[src/rtl/uart_rx_byte.sv]
// 8N1 UART receiver: synchronizes rx_serial, samples each bit at mid-period,
// and holds one byte behind a valid/ack handshake with overrun and framing-error flags.
module uart_rx_byte #(
    parameter int CLKS_PER_BIT = 434,
    parameter int SYNC_STAGES  = 2
) (
    input  logic       clk,
    input  logic       reset_n,
    input  logic       rx_serial,
    input  logic       rx_ack,
    output logic [7:0] rx_data,
    output logic       rx_valid,
    output logic       rx_overrun,
    output logic       rx_frame_error,
    output logic       rx_busy
);
    localparam int CW = $clog2(CLKS_PER_BIT);
    localparam logic [CW-1:0] HALF_M1 = CW'(CLKS_PER_BIT / 2 - 1);
    localparam logic [CW-1:0] FULL_M1 = CW'(CLKS_PER_BIT - 1);

    localparam logic [2:0] S_IDLE      = 3'd0;
    localparam logic [2:0] S_START     = 3'd1;
    localparam logic [2:0] S_DATA      = 3'd2;
    localparam logic [2:0] S_STOP      = 3'd3;
    localparam logic [2:0] S_WAIT_HIGH = 3'd4;

    logic [SYNC_STAGES-1:0] r_sync;
    logic                   r_rx_prev;
    logic [2:0]             r_state;
    logic [CW-1:0]          r_cnt;
    logic [2:0]             r_idx;
    logic [7:0]             r_shift;
    logic                   r_load;
    logic [7:0]             r_data;
    logic                   r_valid;
    logic                   r_overrun;
    logic                   r_frame_error;
    logic                   r_busy;

    logic       w_rx_s;
    logic       w_fall;
    logic       w_cnt_zero;
    logic [2:0] w_state_nxt;
    logic       w_stop_good;
    logic       w_stop_bad;

    assign w_rx_s     = r_sync[SYNC_STAGES-1];
    assign w_fall     = r_rx_prev & ~w_rx_s;
    assign w_cnt_zero = (r_cnt == '0);

    // Synchronizer idles high so reset release never looks like a start edge.
    always_ff @(posedge clk or negedge reset_n) begin
        if (!reset_n) begin
            r_sync    <= '1;
            r_rx_prev <= 1'b1;
        end else begin
            r_sync    <= {r_sync[SYNC_STAGES-2:0], rx_serial};
            r_rx_prev <= w_rx_s;
        end
    end

    always_comb begin
        w_state_nxt = r_state;
        w_stop_good = 1'b0;
        w_stop_bad  = 1'b0;
        case (r_state)
            S_IDLE:  if (w_fall) w_state_nxt = S_START;
            S_START: if (w_cnt_zero) w_state_nxt = w_rx_s ? S_IDLE : S_DATA;
            S_DATA:  if (w_cnt_zero && r_idx == 3'd7) w_state_nxt = S_STOP;
            S_STOP: begin
                if (w_cnt_zero) begin
                    if (w_rx_s) begin
                        w_stop_good = 1'b1;
                        w_state_nxt = S_IDLE;
                    end else begin
                        w_stop_bad  = 1'b1;
                        w_state_nxt = S_WAIT_HIGH;
                    end
                end
            end
            S_WAIT_HIGH: if (w_rx_s) w_state_nxt = S_IDLE;
            default:     w_state_nxt = S_IDLE;
        endcase
    end

    always_ff @(posedge clk or negedge reset_n) begin
        if (!reset_n) begin
            r_state <= S_IDLE;
            r_busy  <= 1'b0;
            r_cnt   <= '0;
            r_idx   <= '0;
            r_shift <= '0;
        end else begin
            r_state <= w_state_nxt;
            r_busy  <= (w_state_nxt != S_IDLE);
            case (r_state)
                S_IDLE: if (w_fall) r_cnt <= HALF_M1;
                S_START: begin
                    if (!w_cnt_zero) begin
                        r_cnt <= r_cnt - 1'b1;
                    end else if (!w_rx_s) begin
                        r_cnt <= FULL_M1;
                        r_idx <= '0;
                    end
                end
                S_DATA: begin
                    if (w_cnt_zero) begin
                        r_shift[r_idx] <= w_rx_s;
                        r_cnt          <= FULL_M1;
                        r_idx          <= r_idx + 3'd1;
                    end else begin
                        r_cnt <= r_cnt - 1'b1;
                    end
                end
                S_STOP:  if (!w_cnt_zero) r_cnt <= r_cnt - 1'b1;
                default: r_cnt <= r_cnt;
            endcase
        end
    end

    // Byte is committed the cycle after the stop sample; a coincident ack loses to the load.
    always_ff @(posedge clk or negedge reset_n) begin
        if (!reset_n) begin
            r_load        <= 1'b0;
            r_frame_error <= 1'b0;
            r_data        <= '0;
            r_valid       <= 1'b0;
            r_overrun     <= 1'b0;
        end else begin
            r_load        <= w_stop_good;
            r_frame_error <= w_stop_bad;
            if (r_load) begin
                r_data  <= r_shift;
                r_valid <= 1'b1;
                if (r_valid && !rx_ack) r_overrun <= 1'b1;
                else if (rx_ack)        r_overrun <= 1'b0;
            end else if (rx_ack) begin
                r_valid   <= 1'b0;
                r_overrun <= 1'b0;
            end
        end
    end

    assign rx_data        = r_data;
    assign rx_valid       = r_valid;
    assign rx_overrun     = r_overrun;
    assign rx_frame_error = r_frame_error;
    assign rx_busy        = r_busy;
endmodule

[config.mk]
export PLATFORM = sky130hd
export DESIGN_NAME = uart_rx_byte
export DESIGN_NICKNAME = d
export VERILOG_FILES = /design/src/rtl/uart_rx_byte.sv
export SDC_FILE = /design/constraint.sdc
export NUM_CORES = 1
export LEC_CHECK = 0
export ABC_AREA = 1
export CORE_UTILIZATION = 30
export DETAILED_ROUTE_END_ITERATION = 16
export HOLD_SLACK_MARGIN = 0.05
export PLACE_DENSITY_LB_ADDON = 0.12
export SYNTH_ARGS = -nofsm -noshare
export SYNTH_HDL_FRONTEND = slang
export SYNTH_SLANG_ARGS = --single-unit
[constraint.sdc]
create_clock -name clk -period 1.68 [get_ports clk]
set_input_delay 0.168 -clock clk [delete_from_list [all_inputs] [get_ports clk]]
set_output_delay 0.168 -clock clk [all_outputs]
set_load 0.005 [all_outputs]
Word-level counts from Yosys, hierarchy flattened --
Cells that the tools add are included.
Storage, ports and cells: output and inout bits 12, input bits 4, register bits after elaboration 39
Operators by class: add/subtract/negate cells 2, muxes and demuxes 32, equal/unequal tests 11, magnitude comparators 2, bitwise gates (word level) 2, reduce and logical (&&, ||, !) cells 13
Operators by type and width (count):
- two-way mux 9 bit | 5
- case mux 9 bit (4 select lines) | 1
- two-way mux 3 bit | 9
- case mux 3 bit (5 select lines) | 1
- two-way mux 1 bit | 12
- != test 2 bit (second input constant) | 5
- logical NOT 9 bit | 1
- subtractor 9 x 1 -> 9 bit (second input constant) | 1
- bitwise mux 8 bit | 1
- AND reduction 4 bit | 2
- == test 3 x 2 -> 1 bit (second input constant) | 2
- == test 3 bit (second input constant) | 2
- case mux 3 bit (2 select lines) | 1
- < comparator 3 x 4 -> 1 bit (second input constant) | 1
- nonzero test 2 bit | 2
- nonzero test 4 bit | 1
- adder 3 x 1 -> 3 bit (second input constant) | 1
- demux 1 bit (select 3 bit) | 1
- == test 3 x 1 -> 1 bit (second input constant) | 1
- >= comparator 3 x 1 -> 1 bit (second input constant) | 1
- logical AND 1 bit | 3
- logical NOT 3 bit | 1
- != test 3 bit (second input constant) | 1
- nonzero test 3 bit | 1
- other kinds (5) | 5

Logic depth before layout (Yosys ltp) --
Gate-level depths: netlist of the first run.
word-level depth 5, depth in mapped cells 10, mapped depth without buffers 10

Worst setup path before layout of the first run --
OpenSTA, ideal clock, no wires.
path type register to register, start register r_cnt[0], end register r_idx[0], library setup time 0.117 ns, stages on the path, launching flop included 10, period minus slack after synthesis 1.484 ns, data required time 1.563 ns, path slack 0.196 ns, arrival time 1.367 ns, cell sequence dfrtp_1 -> inv_1 -> ha_1 -> nand2_4 -> nor2_8 -> nand2_4 -> clkinv_2 -> nand3b_4 -> o21ai_1 -> inv_1
On the way: cells in the longest elaborated chain, start to end 3, elaborated cells between the ends (all ways) 4, classes of those cells 2 x eq/ne; 2 x reduce/logical
RTL lines:
- start: declaration | RTL line 30 | logic [CW-1:0] r_cnt;
- start signal: assignment | RTL line 100 | r_cnt <= r_cnt - 1'b1;
- start signal: assignment | RTL line 112 | r_cnt <= r_cnt - 1'b1;
- start signal: assignment | RTL line 115 | S_STOP: if (!w_cnt_zero) r_cnt <= r_cnt - 1'b1;
- logical NOT 9 bit * | RTL line 49 | assign w_cnt_zero = (r_cnt == '0);
- != test 2 bit (no source line)
- AND reduction 4 bit (no source line) *
- end signal: assignment | RTL line 110 | r_idx <= r_idx + 3'd1;
- end: declaration | RTL line 31 | logic [2:0] r_idx;
Every way passes the cells marked *; elsewhere a longest branch is shown, timed or not. A chain may end at the register's enable or synchronous reset.

Final worst setup path of the first run --
start register r_cnt[0], end register r_shift[5]
On the way: cells in the longest elaborated chain, start to end 2
RTL lines:
- logical NOT 9 bit | RTL line 49
- AND reduction 2 bit (no source line)
- end signal: indexed assignment | RTL line 108 | r_shift[r_idx] <= w_rx_s;
- end: declaration | RTL line 32 | logic [7:0] r_shift;
No other way between the ends.

==> results of run 1 <==
worst reg2reg max path: cells and delay by family, from the launching register on:
family	cells	cell delay [ps]
flip-flops	1	370
buffers and inverters	1	140
AO/OA/AOI/OAI	1	60
adder cells (fa/ha/maj)	1	180
AND/OR/NAND/NOR	6	680
sequential cells by signal, indices dropped and copies added (netlist names):
| register | cells |
|---|---|
| r_sync | 2 |
| rx_overrun | 1 |
| r_state | 3 |
| r_rx_prev | 1 |
| r_idx | 3 |
| r_load | 1 |
| r_shift | 8 |
| rx_busy | 1 |
| rx_data | 8 |
| rx_valid | 1 |
| r_cnt | 9 |
| rx_frame_error | 1 |
cell usage after synthesis:
cell / count / area [sq um]
sky130_fd_sc_hd__nand3b_1: 1 / 7.510
sky130_fd_sc_hd__nand4_4: 1 / 21.27
sky130_fd_sc_hd__ha_1: 3 / 37.54
sky130_fd_sc_hd__nor2_2: 2 / 12.51
sky130_fd_sc_hd__a21oi_1: 2 / 10.01
sky130_fd_sc_hd__clkinv_2: 1 / 5.000
sky130_fd_sc_hd__xnor2_1: 1 / 8.760
sky130_fd_sc_hd__dfrtp_1: 36 / 900.9
sky130_fd_sc_hd__o211ai_1: 1 / 7.510
sky130_fd_sc_hd__nand2_1: 73 / 274.0
sky130_fd_sc_hd__o311ai_0: 1 / 8.760
sky130_fd_sc_hd__nor3b_1: 1 / 7.510
sky130_fd_sc_hd__clkbuf_1: 1 / 3.750
sky130_fd_sc_hd__nand3_4: 1 / 17.52
sky130_fd_sc_hd__inv_2: 2 / 7.510
sky130_fd_sc_hd__nor2_4: 2 / 22.52
sky130_fd_sc_hd__nand3_2: 1 / 10.01
sky130_fd_sc_hd__dfstp_2: 3 / 78.83
sky130_fd_sc_hd__nand2_4: 2 / 22.52
sky130_fd_sc_hd__xor2_1: 3 / 26.28
sky130_fd_sc_hd__nand3b_4: 1 / 20.02
sky130_fd_sc_hd__o21ai_1: 15 / 75.07
sky130_fd_sc_hd__clkinv_1: 1 / 3.750
sky130_fd_sc_hd__buf_4: 1 / 7.510
sky130_fd_sc_hd__o21ai_0: 3 / 15.01
sky130_fd_sc_hd__nor2_8: 2 / 40.04
sky130_fd_sc_hd__nor2_1: 13 / 48.80
sky130_fd_sc_hd__inv_1: 22 / 82.58
sky130_fd_sc_hd__nand3_1: 21 / 105.1
sky130_fd_sc_hd__nand2_2: 4 / 25.02
sky130_fd_sc_hd__o22ai_1: 1 / 6.260
cell type report:
cell class	instances	area [sq um]	share of cell area, %
Clock buffer	6	82.58	3.575
Clock inverter	2	35.03	1.517
Inverter	26	98.84	4.280
Multi-Input combinational cell	155	842.1	36.46
Sequential cell	39	979.7	42.42
Tap cell	75	93.84	4.063
Timing Repair Buffer	19	177.7	7.692
where the power goes:
group / internal (mW) / leakage (nW) / total (mW) / switching (mW)
registers: 1.06 / 0.500 / 1.19 / 0.129
clock network: 0.481 / 0.0612 / 0.809 / 0.328
logic: 0.285 / 0.629 / 0.718 / 0.433
layer usage:
layer | wire length (um) | up-vias
met5 | 0 | -
met4 | 44 | 0
met3 | 123 | 7
met2 | 1703 | 23
met1 | 1666 | 654
li1 | - | 760
logic make-up (layout without fill, tap and decap cells):
family / Yosys count / count (layout)
simple gates: 125 / 125
flops: 39 / 39
buf+inv: 28 / 53
compound gates: 23 / 23
xor+xnor: 4 / 4
fa+ha+maj: 3 / 3
path summary, 6_finish.rpt:
check	start	endpoint	slack (ps)	cells past startpoint
worst max-delay path	r_cnt[0]$_DFFE_PN0P_	r_shift[5]$_DFFE_PN0P_	140	9
worst min-delay path	rx_serial	r_sync[0]$_DFF_PN1_	280	1
worst max register to register	r_cnt[0]$_DFFE_PN0P_	r_shift[5]$_DFFE_PN0P_	140	9
worst min register to register	r_sync[0]$_DFF_PN1_	r_sync[1]$_DFF_PN1_	360	0
max in group asynchronous	reset_n	r_sync[0]$_DFF_PN1_	870	3
min in group asynchronous	reset_n	rx_data[0]$_DFFE_PN0P_	450	3
per-stage QoR:
stage | instances | hold slack [ps]
floorplan | 222 | -127.6
global placement | 313 | 259.9
detailed placement | 313 | 258.5
CTS | 322 | 272.5
global route | 322 | 269.4
finish | 322 | 279.6
what timing repair did:
item                                    in CTS  in global routing
hold buffers                                 1                  0
resized for setup                            0                  2
hold endpoints to repair                    36                  0
endpoints found under the setup margin       0                 11
==> metrics.txt, run 1 <==
# TYPE chip_impl_metric gauge
chip_impl_metric{name="die_area",unit="sq mm"} 0.006722
chip_impl_info{name="crit_path_end_kind",value="flop"} 1
chip_impl_metric{name="dr.first_iter.drc_count",unit=""} 39
chip_impl_metric{name="final.period_utilization",unit="%"} 91.53
chip_impl_metric{name="finish.instance_area",unit="sq mm"} 0.002310
chip_impl_metric{name="route.vias.total",unit=""} 1444
chip_impl_metric{name="core",unit="sq mm"} 0.006061
chip_impl_metric{name="die-width",unit="um"} 81.99
chip_impl_metric{name="hpwl",unit="mm"} 2.553
chip_impl_metric{name="start_util",unit="%"} 31.67
chip_impl_metric{name="port_buffers",unit=""} 15
chip_impl_metric{name="final_nets",unit=""} 253
chip_impl_metric{name="synth-xor-area-share",unit="%"} 1.825
chip_impl_info{name="crit_type",value="reg2reg"} 1
chip_impl_metric{name="n_fill_cell",unit=""} 619
chip_impl_metric{name="maximum_buffer_depth_of_the_clock_tree",unit=""} 2
chip_impl_metric{name="grt_antenna_before_repair",unit=""} 0
chip_impl_info{name="path_cells",value="inv_1 > ha_4 > nand2_4 > nor2_8 > nand2_4 > nor2_8 > nand3_1 > nand2_1 > o21ai_1"} 1
chip_impl_metric{name="use_met3",unit="%"} 3.333
chip_impl_metric{name="worstPathMaxFanout",unit=""} 9
chip_impl_metric{name="cts_made_buffers",unit=""} 5
chip_impl_info{name="slowest_stage",value="sky130_fd_sc_hd__dfrtp_1"} 1
chip_impl_info{name="timing.critical_path.max_delay_family",value="simple AND/OR/NAND/NOR gates"} 1
chip_impl_info{name="most_common_cell_after_layout_fill_and_taps_aside",value="sky130_fd_sc_hd__nand2_1"} 1
chip_impl_metric{name="worst_slack_setup_final",unit="ps"} 142.3
chip_impl_metric{name="post_cts_buffers",unit=""} 0
chip_impl_metric{name="pin_slew_with_the_least_headroom_to_its_limit",unit="ps"} 479.4
chip_impl_metric{name="grtUsageMet2",unit="%"} 22.48
chip_impl_metric{name="post_synth_num_cell_types",unit=""} 31
chip_impl_metric{name="synth_fa_ha_area_share",unit="%"} 1.956
chip_impl_metric{name="timing.critical_path.arrival",unit="ps"} 1710
chip_impl_metric{name="postSynthNetCount",unit=""} 229
chip_impl_metric{name="place.gp.congestion",unit=""} 0.8456
chip_impl_metric{name="synthesis.instances",unit=""} 222
chip_impl_info{name="commonest_cells_after_routing_fill_and_taps_aside",value="sky130_fd_sc_hd__nand2_1 (73), sky130_fd_sc_hd__dfrtp_1 (36), sky130_fd_sc_hd__inv_1 (22), sky130_fd_sc_hd__nand3_1 (21), sky130_fd_sc_hd__o21ai_1 (15)"} 1
chip_impl_metric{name="timing_max_transition_violations_final",unit=""} 0
chip_impl_metric{name="avgViaCountPerCell",unit=""} 4.484
chip_impl_metric{name="drt.antenna.violating_nets",unit=""} 0
chip_impl_metric{name="synth-simple-area-share",unit="%"} 33.05
chip_impl_metric{name="grtUsageTotal",unit="%"} 12.67
chip_impl_metric{name="drtPass1Iterations",unit=""} 4
chip_impl_metric{name="area.growth.synth_to_final",unit="%"} 20.34
chip_impl_metric{name="globalRoute.totalOverflow",unit=""} 0
chip_impl_metric{name="largest_net_degree_at_the_start_of_global_routing",unit=""} 40
chip_impl_metric{name="leakage",unit="nW"} 1.190
chip_impl_metric{name="drive_gt1_share",unit="%"} 14.17
chip_impl_metric{name="pin_count",unit=""} 16
chip_impl_metric{name="fin_tns_setup",unit="ps"} 0
chip_impl_metric{name="first_pass_grt_wire_length",unit="mm"} 6.396
chip_impl_metric{name="syn-mean-instance-area",unit="sq um"} 8.646
chip_impl_metric{name="synth_mux_area_share",unit="%"} 0
chip_impl_info{name="hold_path.class",value="in2reg"} 1
chip_impl_metric{name="ys_ff_latch",unit=""} 39
chip_impl_metric{name="route.detailed.wl_per_inst",unit="um"} 10.99
chip_impl_metric{name="die-height",unit="um"} 81.99
chip_impl_metric{name="vdd_ir_drop_max",unit="V"} 0.0006229
chip_impl_info{name="largest_family_of_logic_cells_by_synthesized_area",value="simple AND/OR/NAND/NOR gates"} 1
chip_impl_info{name="grt_most_used_layer",value="met2"} 1
chip_impl_metric{name="synth_sequential_area_ratio",unit="%"} 51.04
chip_impl_metric{name="syn-cell-area",unit="sq mm"} 0.001919
chip_impl_metric{name="ys.warnings.count",unit=""} 0
chip_impl_metric{name="placementRows",unit=""} 28
chip_impl_metric{name="fin_crit",unit="ps"} 1538
chip_impl_metric{name="grt_util_met1",unit="%"} 14.45
chip_impl_metric{name="antenna-diode-count",unit=""} 0
chip_impl_info{name="rsz0062_at_grt",value="false"} 1
chip_impl_metric{name="drt_drc_violations_left",unit=""} 0
chip_impl_metric{name="design_power_total",unit="mW"} 2.718
chip_impl_metric{name="cts.sinks",unit=""} 39
chip_impl_info{name="tritoncts_clock_tree",value="done"} 1
chip_impl_metric{name="cp_slowest_stage_delay",unit="ps"} 370
chip_impl_metric{name="finClkSkew",unit="ps"} 4.886
chip_impl_metric{name="cap_violations",unit=""} 0
chip_impl_metric{name="hold_viol",unit=""} 0
chip_impl_metric{name="achievable-frequency",unit="MHz"} 650.3
chip_impl_metric{name="final_core_util",unit="%"} 38.11
chip_impl_metric{name="clkLatencyLatePin",unit="ps"} 290
chip_impl_metric{name="critPathRequiredTime",unit="ps"} 1860
chip_impl_metric{name="dp_worst_setup_slack",unit="ps"} 104.9
chip_impl_info{name="outcome",value="finished clean"} 1
chip_impl_metric{name="clock_tree.htree_level_count",unit=""} 2
chip_impl_metric{name="finalWirelength",unit="mm"} 3.538
chip_impl_metric{name="synth_compound_area_share",unit="%"} 6.389
chip_impl_metric{name="clk_pin_slew",unit="ps"} 80
chip_impl_info{name="root_buffer",value="sky130_fd_sc_hd__clkbuf_8"} 1
chip_impl_metric{name="post_dp_area",unit="sq mm"} 0.002170
chip_impl_metric{name="cp_num_buf_inv",unit=""} 1
chip_impl_metric{name="vias_in_the_first_global_route",unit=""} 1440
chip_impl_metric{name="maxSlewHeadroom",unit="%"} 68.04
chip_impl_info{name="worst_setup_path_start_kind",value="flop"} 1
chip_impl_metric{name="cellPowerDensity",unit="mW/mm^2"} 1177
chip_impl_metric{name="setup_violations",unit=""} 0
No activity file was read; power rests on OpenSTA's default activity.
==> inputs of run 2 (changes only) <==
==> constraint.sdc (replaced) <==
create_clock -name clk -period 1.68 [get_ports clk]
set_input_delay 0.42 -clock clk [delete_from_list [all_inputs] [get_ports clk]]
set_output_delay 0.42 -clock clk [all_outputs]
set_load 0.005 [all_outputs]
==> run 2 against run 1 <==
  * Utilization shrank 0.54 points
  * First-iteration DRC count up 38%
  * Critical path depth unchanged
  * Sequential share of layout area up 0.61 points
  * Count of clock-buffer cells in the layout unchanged
  * Critical path type unchanged
==> metrics.txt, run 2 (synthesis gave the netlist of run 1 again) <==
# TYPE chip_impl_metric gauge
chip_impl_metric{name="clock_tree.htree_level_count",unit=""} 2
chip_impl_info{name="outcome",value="finished clean"} 1
chip_impl_metric{name="antenna-diode-count",unit=""} 0
chip_impl_metric{name="place.gp.congestion",unit=""} 0.8379
chip_impl_metric{name="post_dp_area",unit="sq mm"} 0.002190
chip_impl_metric{name="worst_slack_setup_final",unit="ps"} 101.3
chip_impl_metric{name="critPathRequiredTime",unit="ps"} 1860
chip_impl_metric{name="largest_register_ff_count",unit=""} 9
chip_impl_metric{name="hold_viol",unit=""} 0
chip_impl_info{name="most_common_cell_after_layout_fill_and_taps_aside",value="sky130_fd_sc_hd__nand2_1"} 1
chip_impl_metric{name="cap_violations",unit=""} 0
chip_impl_info{name="slowest_stage",value="sky130_fd_sc_hd__dfrtp_1"} 1
chip_impl_metric{name="vdd_ir_drop_max",unit="V"} 0.0006701
chip_impl_metric{name="die-height",unit="um"} 81.99
chip_impl_info{name="root_buffer",value="sky130_fd_sc_hd__clkbuf_8"} 1
chip_impl_metric{name="design_power_total",unit="mW"} 2.507
chip_impl_metric{name="drt.antenna.violating_nets",unit=""} 0
chip_impl_metric{name="setup_violations",unit=""} 0
chip_impl_metric{name="dr.first_iter.drc_count",unit=""} 54
chip_impl_metric{name="p_clk_share",unit="%"} 24.7
chip_impl_metric{name="start_util",unit="%"} 31.67
chip_impl_metric{name="drtPass1Iterations",unit=""} 4
chip_impl_metric{name="fin_tns_setup",unit="ps"} 0
chip_impl_metric{name="first_pass_grt_wire_length",unit="mm"} 6.527
chip_impl_metric{name="drt_drc_violations_left",unit=""} 0
chip_impl_info{name="path_cells",value="inv_1 > ha_2 > nand2_4 > nor2_8 > nand2_4 > nor2_8 > nand3_1 > nand2_1 > o21ai_1"} 1
chip_impl_metric{name="drive_gt1_share",unit="%"} 14.17
chip_impl_metric{name="timing.critical_path.arrival",unit="ps"} 1760
chip_impl_metric{name="cp_slowest_stage_delay",unit="ps"} 370
chip_impl_metric{name="cts.sinks",unit=""} 39
chip_impl_metric{name="combinational_fraction_of_design_power",unit="%"} 27.8
chip_impl_metric{name="final_nets",unit=""} 253
chip_impl_metric{name="finClkSkew",unit="ps"} 3.250
chip_impl_metric{name="port_buffers",unit=""} 15
chip_impl_metric{name="multiInputGateArea",unit="sq um"} 832.0
chip_impl_metric{name="die_area",unit="sq mm"} 0.006722
chip_impl_metric{name="layout.area.seq",unit="sq um"} 979.7
chip_impl_metric{name="leakage",unit="nW"} 1.174
chip_impl_metric{name="die-width",unit="um"} 81.99
chip_impl_metric{name="sw_frac_of_total",unit="%"} 35.22
chip_impl_metric{name="worstPathMaxFanout",unit=""} 9
chip_impl_metric{name="pin_slew_with_the_least_headroom_to_its_limit",unit="ps"} 437.5
chip_impl_metric{name="post_cts_buffers",unit=""} 0
chip_impl_metric{name="largest_net_degree_at_the_start_of_global_routing",unit=""} 19
chip_impl_metric{name="core",unit="sq mm"} 0.006061
chip_impl_metric{name="grt_antenna_before_repair",unit=""} 0
chip_impl_info{name="commonest_cells_after_routing_fill_and_taps_aside",value="sky130_fd_sc_hd__nand2_1 (73), sky130_fd_sc_hd__dfrtp_1 (36), sky130_fd_sc_hd__inv_1 (22), sky130_fd_sc_hd__nand3_1 (21), sky130_fd_sc_hd__o21ai_1 (15)"} 1
chip_impl_info{name="hold_path.class",value="in2async"} 1
chip_impl_metric{name="net-switching-power",unit="mW"} 0.8831
chip_impl_info{name="worst_setup_path_start_kind",value="flop"} 1
chip_impl_metric{name="vias_in_the_first_global_route",unit=""} 1453
chip_impl_info{name="tritoncts_clock_tree",value="done"} 1
chip_impl_info{name="crit_path_end_kind",value="flop"} 1
chip_impl_info{name="top_reg_by_flops",value="r_cnt"} 1
chip_impl_metric{name="placementRows",unit=""} 28
chip_impl_metric{name="avgViaCountPerCell",unit=""} 4.543
chip_impl_metric{name="fin_crit",unit="ps"} 1579
chip_impl_metric{name="hpwl",unit="mm"} 2.675
chip_impl_metric{name="globalRoute.totalOverflow",unit=""} 0
chip_impl_metric{name="hold_buffer_count_at_cts",unit=""} 0
chip_impl_metric{name="final_core_util",unit="%"} 37.57
chip_impl_metric{name="route.detailed.wl_per_inst",unit="um"} 11.28
chip_impl_metric{name="dp_worst_setup_slack",unit="ps"} 99.34
chip_impl_metric{name="timing_max_transition_violations_final",unit=""} 0
chip_impl_metric{name="clkLatencyLatePin",unit="ps"} 290
chip_impl_metric{name="power_frac_seq",unit="%"} 47.5
chip_impl_metric{name="final.period_utilization",unit="%"} 93.97
chip_impl_info{name="rsz0062_at_grt",value="false"} 1
chip_impl_metric{name="route.vias.total",unit=""} 1463
chip_impl_metric{name="maximum_buffer_depth_of_the_clock_tree",unit=""} 2
chip_impl_metric{name="grtUsageTotal",unit="%"} 13.04
chip_impl_metric{name="maxSlewHeadroom",unit="%"} 70.83
chip_impl_metric{name="n_fill_cell",unit=""} 653
chip_impl_info{name="crit_type",value="reg2reg"} 1
chip_impl_metric{name="cts_made_buffers",unit=""} 5
chip_impl_metric{name="area.growth.synth_to_final",unit="%"} 18.64
chip_impl_metric{name="cellPowerDensity",unit="mW/mm^2"} 1101
chip_impl_metric{name="finish.instance_area",unit="sq mm"} 0.002277
chip_impl_metric{name="pin_count",unit=""} 16
chip_impl_metric{name="clk_pin_slew",unit="ps"} 70
chip_impl_metric{name="internal_power",unit="mW"} 1.624
chip_impl_metric{name="achievable-frequency",unit="MHz"} 633.4
chip_impl_metric{name="finalWirelength",unit="mm"} 3.633
## run 2: what timing repair did
item,in CTS,in global routing
endpoints found under the setup margin,0,4
endpoints found under the hold margin,0,0
resized for setup,0,1
## run 2: through the flow
stage          hold WS, ps  cells
3_5_place_dp         347.3    314
3_3_place_gp         347.1    314
4_1_cts              67.84    322
2_1_floorplan        124.4    222
6_report             63.39    322
5_1_grt              85.40    322
## run 2: worst max-delay path, delay by kind of cell, from the launching register on
family | cells | cell delay [ps]
AO/OA/AOI/OAI | 1 | 50
buffers and inverters | 1 | 120
AND/OR/NAND/NOR | 6 | 690
flip-flops | 1 | 370
adder cells (fa/ha/maj) | 1 | 230
## run 2: layout make-up
cell class	count	share of cell area [%]
Tap cell	75	4.121
Inverter	26	4.341
Sequential cell	39	43.02
Multi-Input combinational cell	155	36.54
Timing Repair Buffer	19	8.242
Clock inverter	2	0.5495
Clock buffer	6	3.187
## run 2: layer usage
layer	vias to the layer above	global-route usage [%]	wire, um
li1	760	-	-
met1	672	16.00	1762
met3	8	3.556	142
met4	0	5.789	66
met5	-	0	0
met2	23	21.24	1661
## run 2: final timing paths
kind | to | startpoint | depth (start not counted) | slack (ps)
min in group clk | r_sync[1]$_DFF_PN1_ | r_sync[0]$_DFF_PN1_ | 0 | 360
hold reg to reg | r_sync[1]$_DFF_PN1_ | r_sync[0]$_DFF_PN1_ | 0 | 360
hold / removal | rx_valid$_DFFE_PN0P_ | reset_n | 1 | 60
max in group asynchronous | r_sync[0]$_DFF_PN1_ | reset_n | 2 | 1100
setup / recovery | r_shift[7]$_DFFE_PN0P_ | r_cnt[0]$_DFFE_PN0P_ | 9 | 100
setup reg to reg | r_shift[7]$_DFFE_PN0P_ | r_cnt[0]$_DFFE_PN0P_ | 9 | 100
## run 2: power by group through the flow
stage                     Combinational (mW)  Clock, mW  Sequential (mW)
after floorplan                        0.543          0             1.18
after global placement                 0.703          0             1.21
after detailed placement               0.697          0             1.21
after CTS                              0.697      0.659             1.19
after global routing                   0.811      0.690             1.21
final                                  0.698      0.619             1.19
==> inputs of run 3 (changes only) <==
--- a/config.mk
+++ b/config.mk
@@ -6,7 +6,8 @@
 export NUM_CORES = 1
 export LEC_CHECK = 0
 export ABC_AREA = 1
-export CORE_UTILIZATION = 30
+export CORE_ASPECT_RATIO = 0.7
+export CORE_UTILIZATION = 55
 export DETAILED_ROUTE_END_ITERATION = 16
 export HOLD_SLACK_MARGIN = 0.05
 export PLACE_DENSITY_LB_ADDON = 0.12
==> run 3 against run 2 <==
  * Register-to-register slack better by 20 ps
  * Critical path depth down 8
  * Largest power group unchanged
  * Critical endpoint is now rx_data[7]
  * Setup slack better by 3.4 ps
  * Power increased by 3.5%
  * Highest routed layer unchanged
  * Utilization rose by 33 points
  * First-iteration DRC count is 76% higher
  * Global-route usage rose by 10 points
  * Clock power is 2% higher
==> metrics.txt, run 3 (synthesis gave the netlist of run 1 again) <==
# TYPE chip_impl_metric gauge
chip_impl_metric{name="worstPathMaxFanout",unit=""} 2
chip_impl_metric{name="final_nets",unit=""} 253
chip_impl_metric{name="first_pass_grt_wire_length",unit="mm"} 6.196
chip_impl_metric{name="avgViaCountPerCell",unit=""} 4.993
chip_impl_metric{name="placementRows",unit=""} 17
chip_impl_metric{name="critPathRequiredTime",unit="ps"} 1260
chip_impl_info{name="most_common_cell_after_layout_fill_and_taps_aside",value="sky130_fd_sc_hd__nand2_1"} 1
chip_impl_metric{name="pin_count",unit=""} 16
chip_impl_metric{name="port_buffers",unit=""} 15
chip_impl_metric{name="clock_tree.htree_level_count",unit=""} 2
chip_impl_metric{name="finalWirelength",unit="mm"} 3.599
chip_impl_metric{name="grtUsageTotal",unit="%"} 23.16
chip_impl_info{name="path_cells",value="clkdlybuf4s50_1"} 1
chip_impl_metric{name="cts.sinks",unit=""} 39
chip_impl_metric{name="vias_in_the_first_global_route",unit=""} 1278
chip_impl_metric{name="cellPowerDensity",unit="mW/mm^2"} 1142
chip_impl_info{name="crit_type",value="reg2out"} 1
chip_impl_metric{name="clk_pin_slew",unit="ps"} 70
chip_impl_metric{name="drt.antenna.violating_nets",unit=""} 0
chip_impl_info{name="tritoncts_clock_tree",value="done"} 1
chip_impl_metric{name="sw_frac_of_total",unit="%"} 35.03
chip_impl_metric{name="clkLatencyLatePin",unit="ps"} 300
chip_impl_metric{name="timing.critical_path.arrival",unit="ps"} 1160
chip_impl_metric{name="cts_made_buffers",unit=""} 5
chip_impl_info{name="hold_path.class",value="in2async"} 1
chip_impl_metric{name="setup_violations",unit=""} 0
chip_impl_metric{name="power_frac_seq",unit="%"} 46.2
chip_impl_metric{name="final.period_utilization",unit="%"} 93.77
chip_impl_metric{name="fin_crit",unit="ps"} 1575
chip_impl_metric{name="drive_gt1_share",unit="%"} 14.17
chip_impl_metric{name="timing_max_transition_violations_final",unit=""} 0
chip_impl_metric{name="route.detailed.wl_per_inst",unit="um"} 12.24
chip_impl_metric{name="cp_num_buf_inv",unit=""} 1
chip_impl_metric{name="net-switching-power",unit="mW"} 0.9085
chip_impl_info{name="crit_path_end_kind",value="primary output"} 1
chip_impl_metric{name="internal_power",unit="mW"} 1.685
chip_impl_info{name="outcome",value="finished clean"} 1
chip_impl_metric{name="start_util",unit="%"} 59.37
chip_impl_metric{name="largest_net_degree_at_the_start_of_global_routing",unit=""} 25
chip_impl_metric{name="grt_antenna_before_repair",unit=""} 0
chip_impl_metric{name="leakage",unit="nW"} 1.180
chip_impl_metric{name="drtPass1Iterations",unit=""} 4
chip_impl_metric{name="place.gp.congestion",unit=""} 0.8375
chip_impl_metric{name="dr.first_iter.drc_count",unit=""} 95
chip_impl_metric{name="globalRoute.totalOverflow",unit=""} 0
chip_impl_metric{name="post_cts_buffers",unit=""} 0
chip_impl_metric{name="post_cts_resize_count",unit=""} 0
chip_impl_metric{name="maxSlewHeadroom",unit="%"} 73.48
chip_impl_info{name="top_reg_by_flops",value="r_cnt"} 1
chip_impl_metric{name="die_area",unit="sq mm"} 0.003734
chip_impl_info{name="worst_setup_path_start_kind",value="flop"} 1
chip_impl_metric{name="achievable-frequency",unit="MHz"} 634.8
chip_impl_metric{name="vdd_ir_drop_max",unit="V"} 0.0009162
chip_impl_metric{name="die-width",unit="um"} 72.61
chip_impl_metric{name="maximum_buffer_depth_of_the_clock_tree",unit=""} 2
chip_impl_metric{name="cp_slowest_stage_delay",unit="ps"} 500
chip_impl_metric{name="fin_hold_ws",unit="ps"} 46.30
chip_impl_info{name="root_buffer",value="sky130_fd_sc_hd__clkbuf_8"} 1
chip_impl_metric{name="final_core_util",unit="%"} 70.24
chip_impl_metric{name="pin_slew_with_the_least_headroom_to_its_limit",unit="ps"} 397.8
chip_impl_metric{name="antenna-diode-count",unit=""} 0
chip_impl_metric{name="hold_buffer_count_at_cts",unit=""} 0
chip_impl_metric{name="number_of_instances_in_the_placed_design",unit=""} 285
chip_impl_metric{name="area.growth.synth_to_final",unit="%"} 18.32
chip_impl_metric{name="cap_violations",unit=""} 0
chip_impl_metric{name="hold_viol",unit=""} 0
chip_impl_info{name="timing.critical_path.max_delay_family",value="buffers and inverters"} 1
chip_impl_metric{name="largest_register_ff_count",unit=""} 9
chip_impl_metric{name="core",unit="sq mm"} 0.003233
chip_impl_metric{name="hpwl",unit="mm"} 2.672
chip_impl_info{name="slowest_stage",value="sky130_fd_sc_hd__clkdlybuf4s50_1"} 1
chip_impl_metric{name="finClkSkew",unit="ps"} 10.12
chip_impl_info{name="commonest_cells_after_routing_fill_and_taps_aside",value="sky130_fd_sc_hd__nand2_1 (73), sky130_fd_sc_hd__dfrtp_1 (36), sky130_fd_sc_hd__inv_1 (22), sky130_fd_sc_hd__nand3_1 (21), sky130_fd_sc_hd__o21ai_1 (15)"} 1
chip_impl_metric{name="p_clk_share",unit="%"} 24.4
chip_impl_metric{name="drt_drc_violations_left",unit=""} 0
chip_impl_metric{name="die-height",unit="um"} 51.43
chip_impl_metric{name="final_cells",unit=""} 294
chip_impl_metric{name="route.vias.total",unit=""} 1468
chip_impl_metric{name="combinational_fraction_of_design_power",unit="%"} 29.3
[run 3: cell count changes in the layout (fill, tap and decap cells not counted), sizes merged]
cell	change
clkbuf	+1
buf	-1
clkinvlp	-1
nor2	+1
[run 3: per-stage QoR]
stage	setup TNS (ps)	power (mW)	area [sq um]	setup slack [ps]
6_report	0	2.594	2271	104.7
5_1_grt	-11.08	2.791	2271	-11.08
4_1_cts	0	2.541	2238	92.26
3_5_place_dp	0	1.907	2147	91.82
3_3_place_gp	0	1.903	2147	135.1
2_1_floorplan	0	1.722	1919	196.2
[run 3: area by class of cell]
class,instances,area (sq um)
clock buffers,7,86.33
clock inverters,1,5.005
fillers,265,962.2
inverters,26,98.84
multi-input cells,156,862.1
flip-flops and latches,39,979.7
well taps,47,58.81
repair buffers,18,180.2
[run 3: worst paths after layout]
check / start / endpoint / cells past startpoint / slack (ps)
max: rx_data[7]$_DFFE_PN0P_ / rx_data[7] / 1 / 100
min: reset_n / r_cnt[7]$_DFFE_PN0P_ / 1 / 50
max reg2reg: r_cnt[1]$_DFFE_PN0P_ / r_shift[2]$_DFFE_PN0P_ / 9 / 120
min reg2reg: r_sync[0]$_DFF_PN1_ / r_sync[1]$_DFF_PN1_ / 0 / 360
max in group asynchronous: reset_n / r_shift[7]$_DFFE_PN0P_ / 2 / 1180
min in group clk: r_sync[0]$_DFF_PN1_ / r_sync[1]$_DFF_PN1_ / 0 / 360
[run 3: power by group through the flow]
| stage | registers, mW | clock network [mW] | logic, mW |
|---|---|---|---|
| finish | 1.20 | 0.633 | 0.761 |
| global route | 1.22 | 0.700 | 0.873 |
| CTS | 1.19 | 0.648 | 0.699 |
| detailed placement | 1.21 | 0 | 0.695 |
| global placement | 1.21 | 0 | 0.692 |
| floorplan | 1.18 | 0 | 0.543 |
[run 3: layer usage]
metal	global-route usage, %	vias to the layer above	wire [um]
met1	37.68	665	2035
met5	0	-	0
met4	7.843	0	32
li1	-	767	-
met2	26.95	32	1343
met3	8.284	4	187
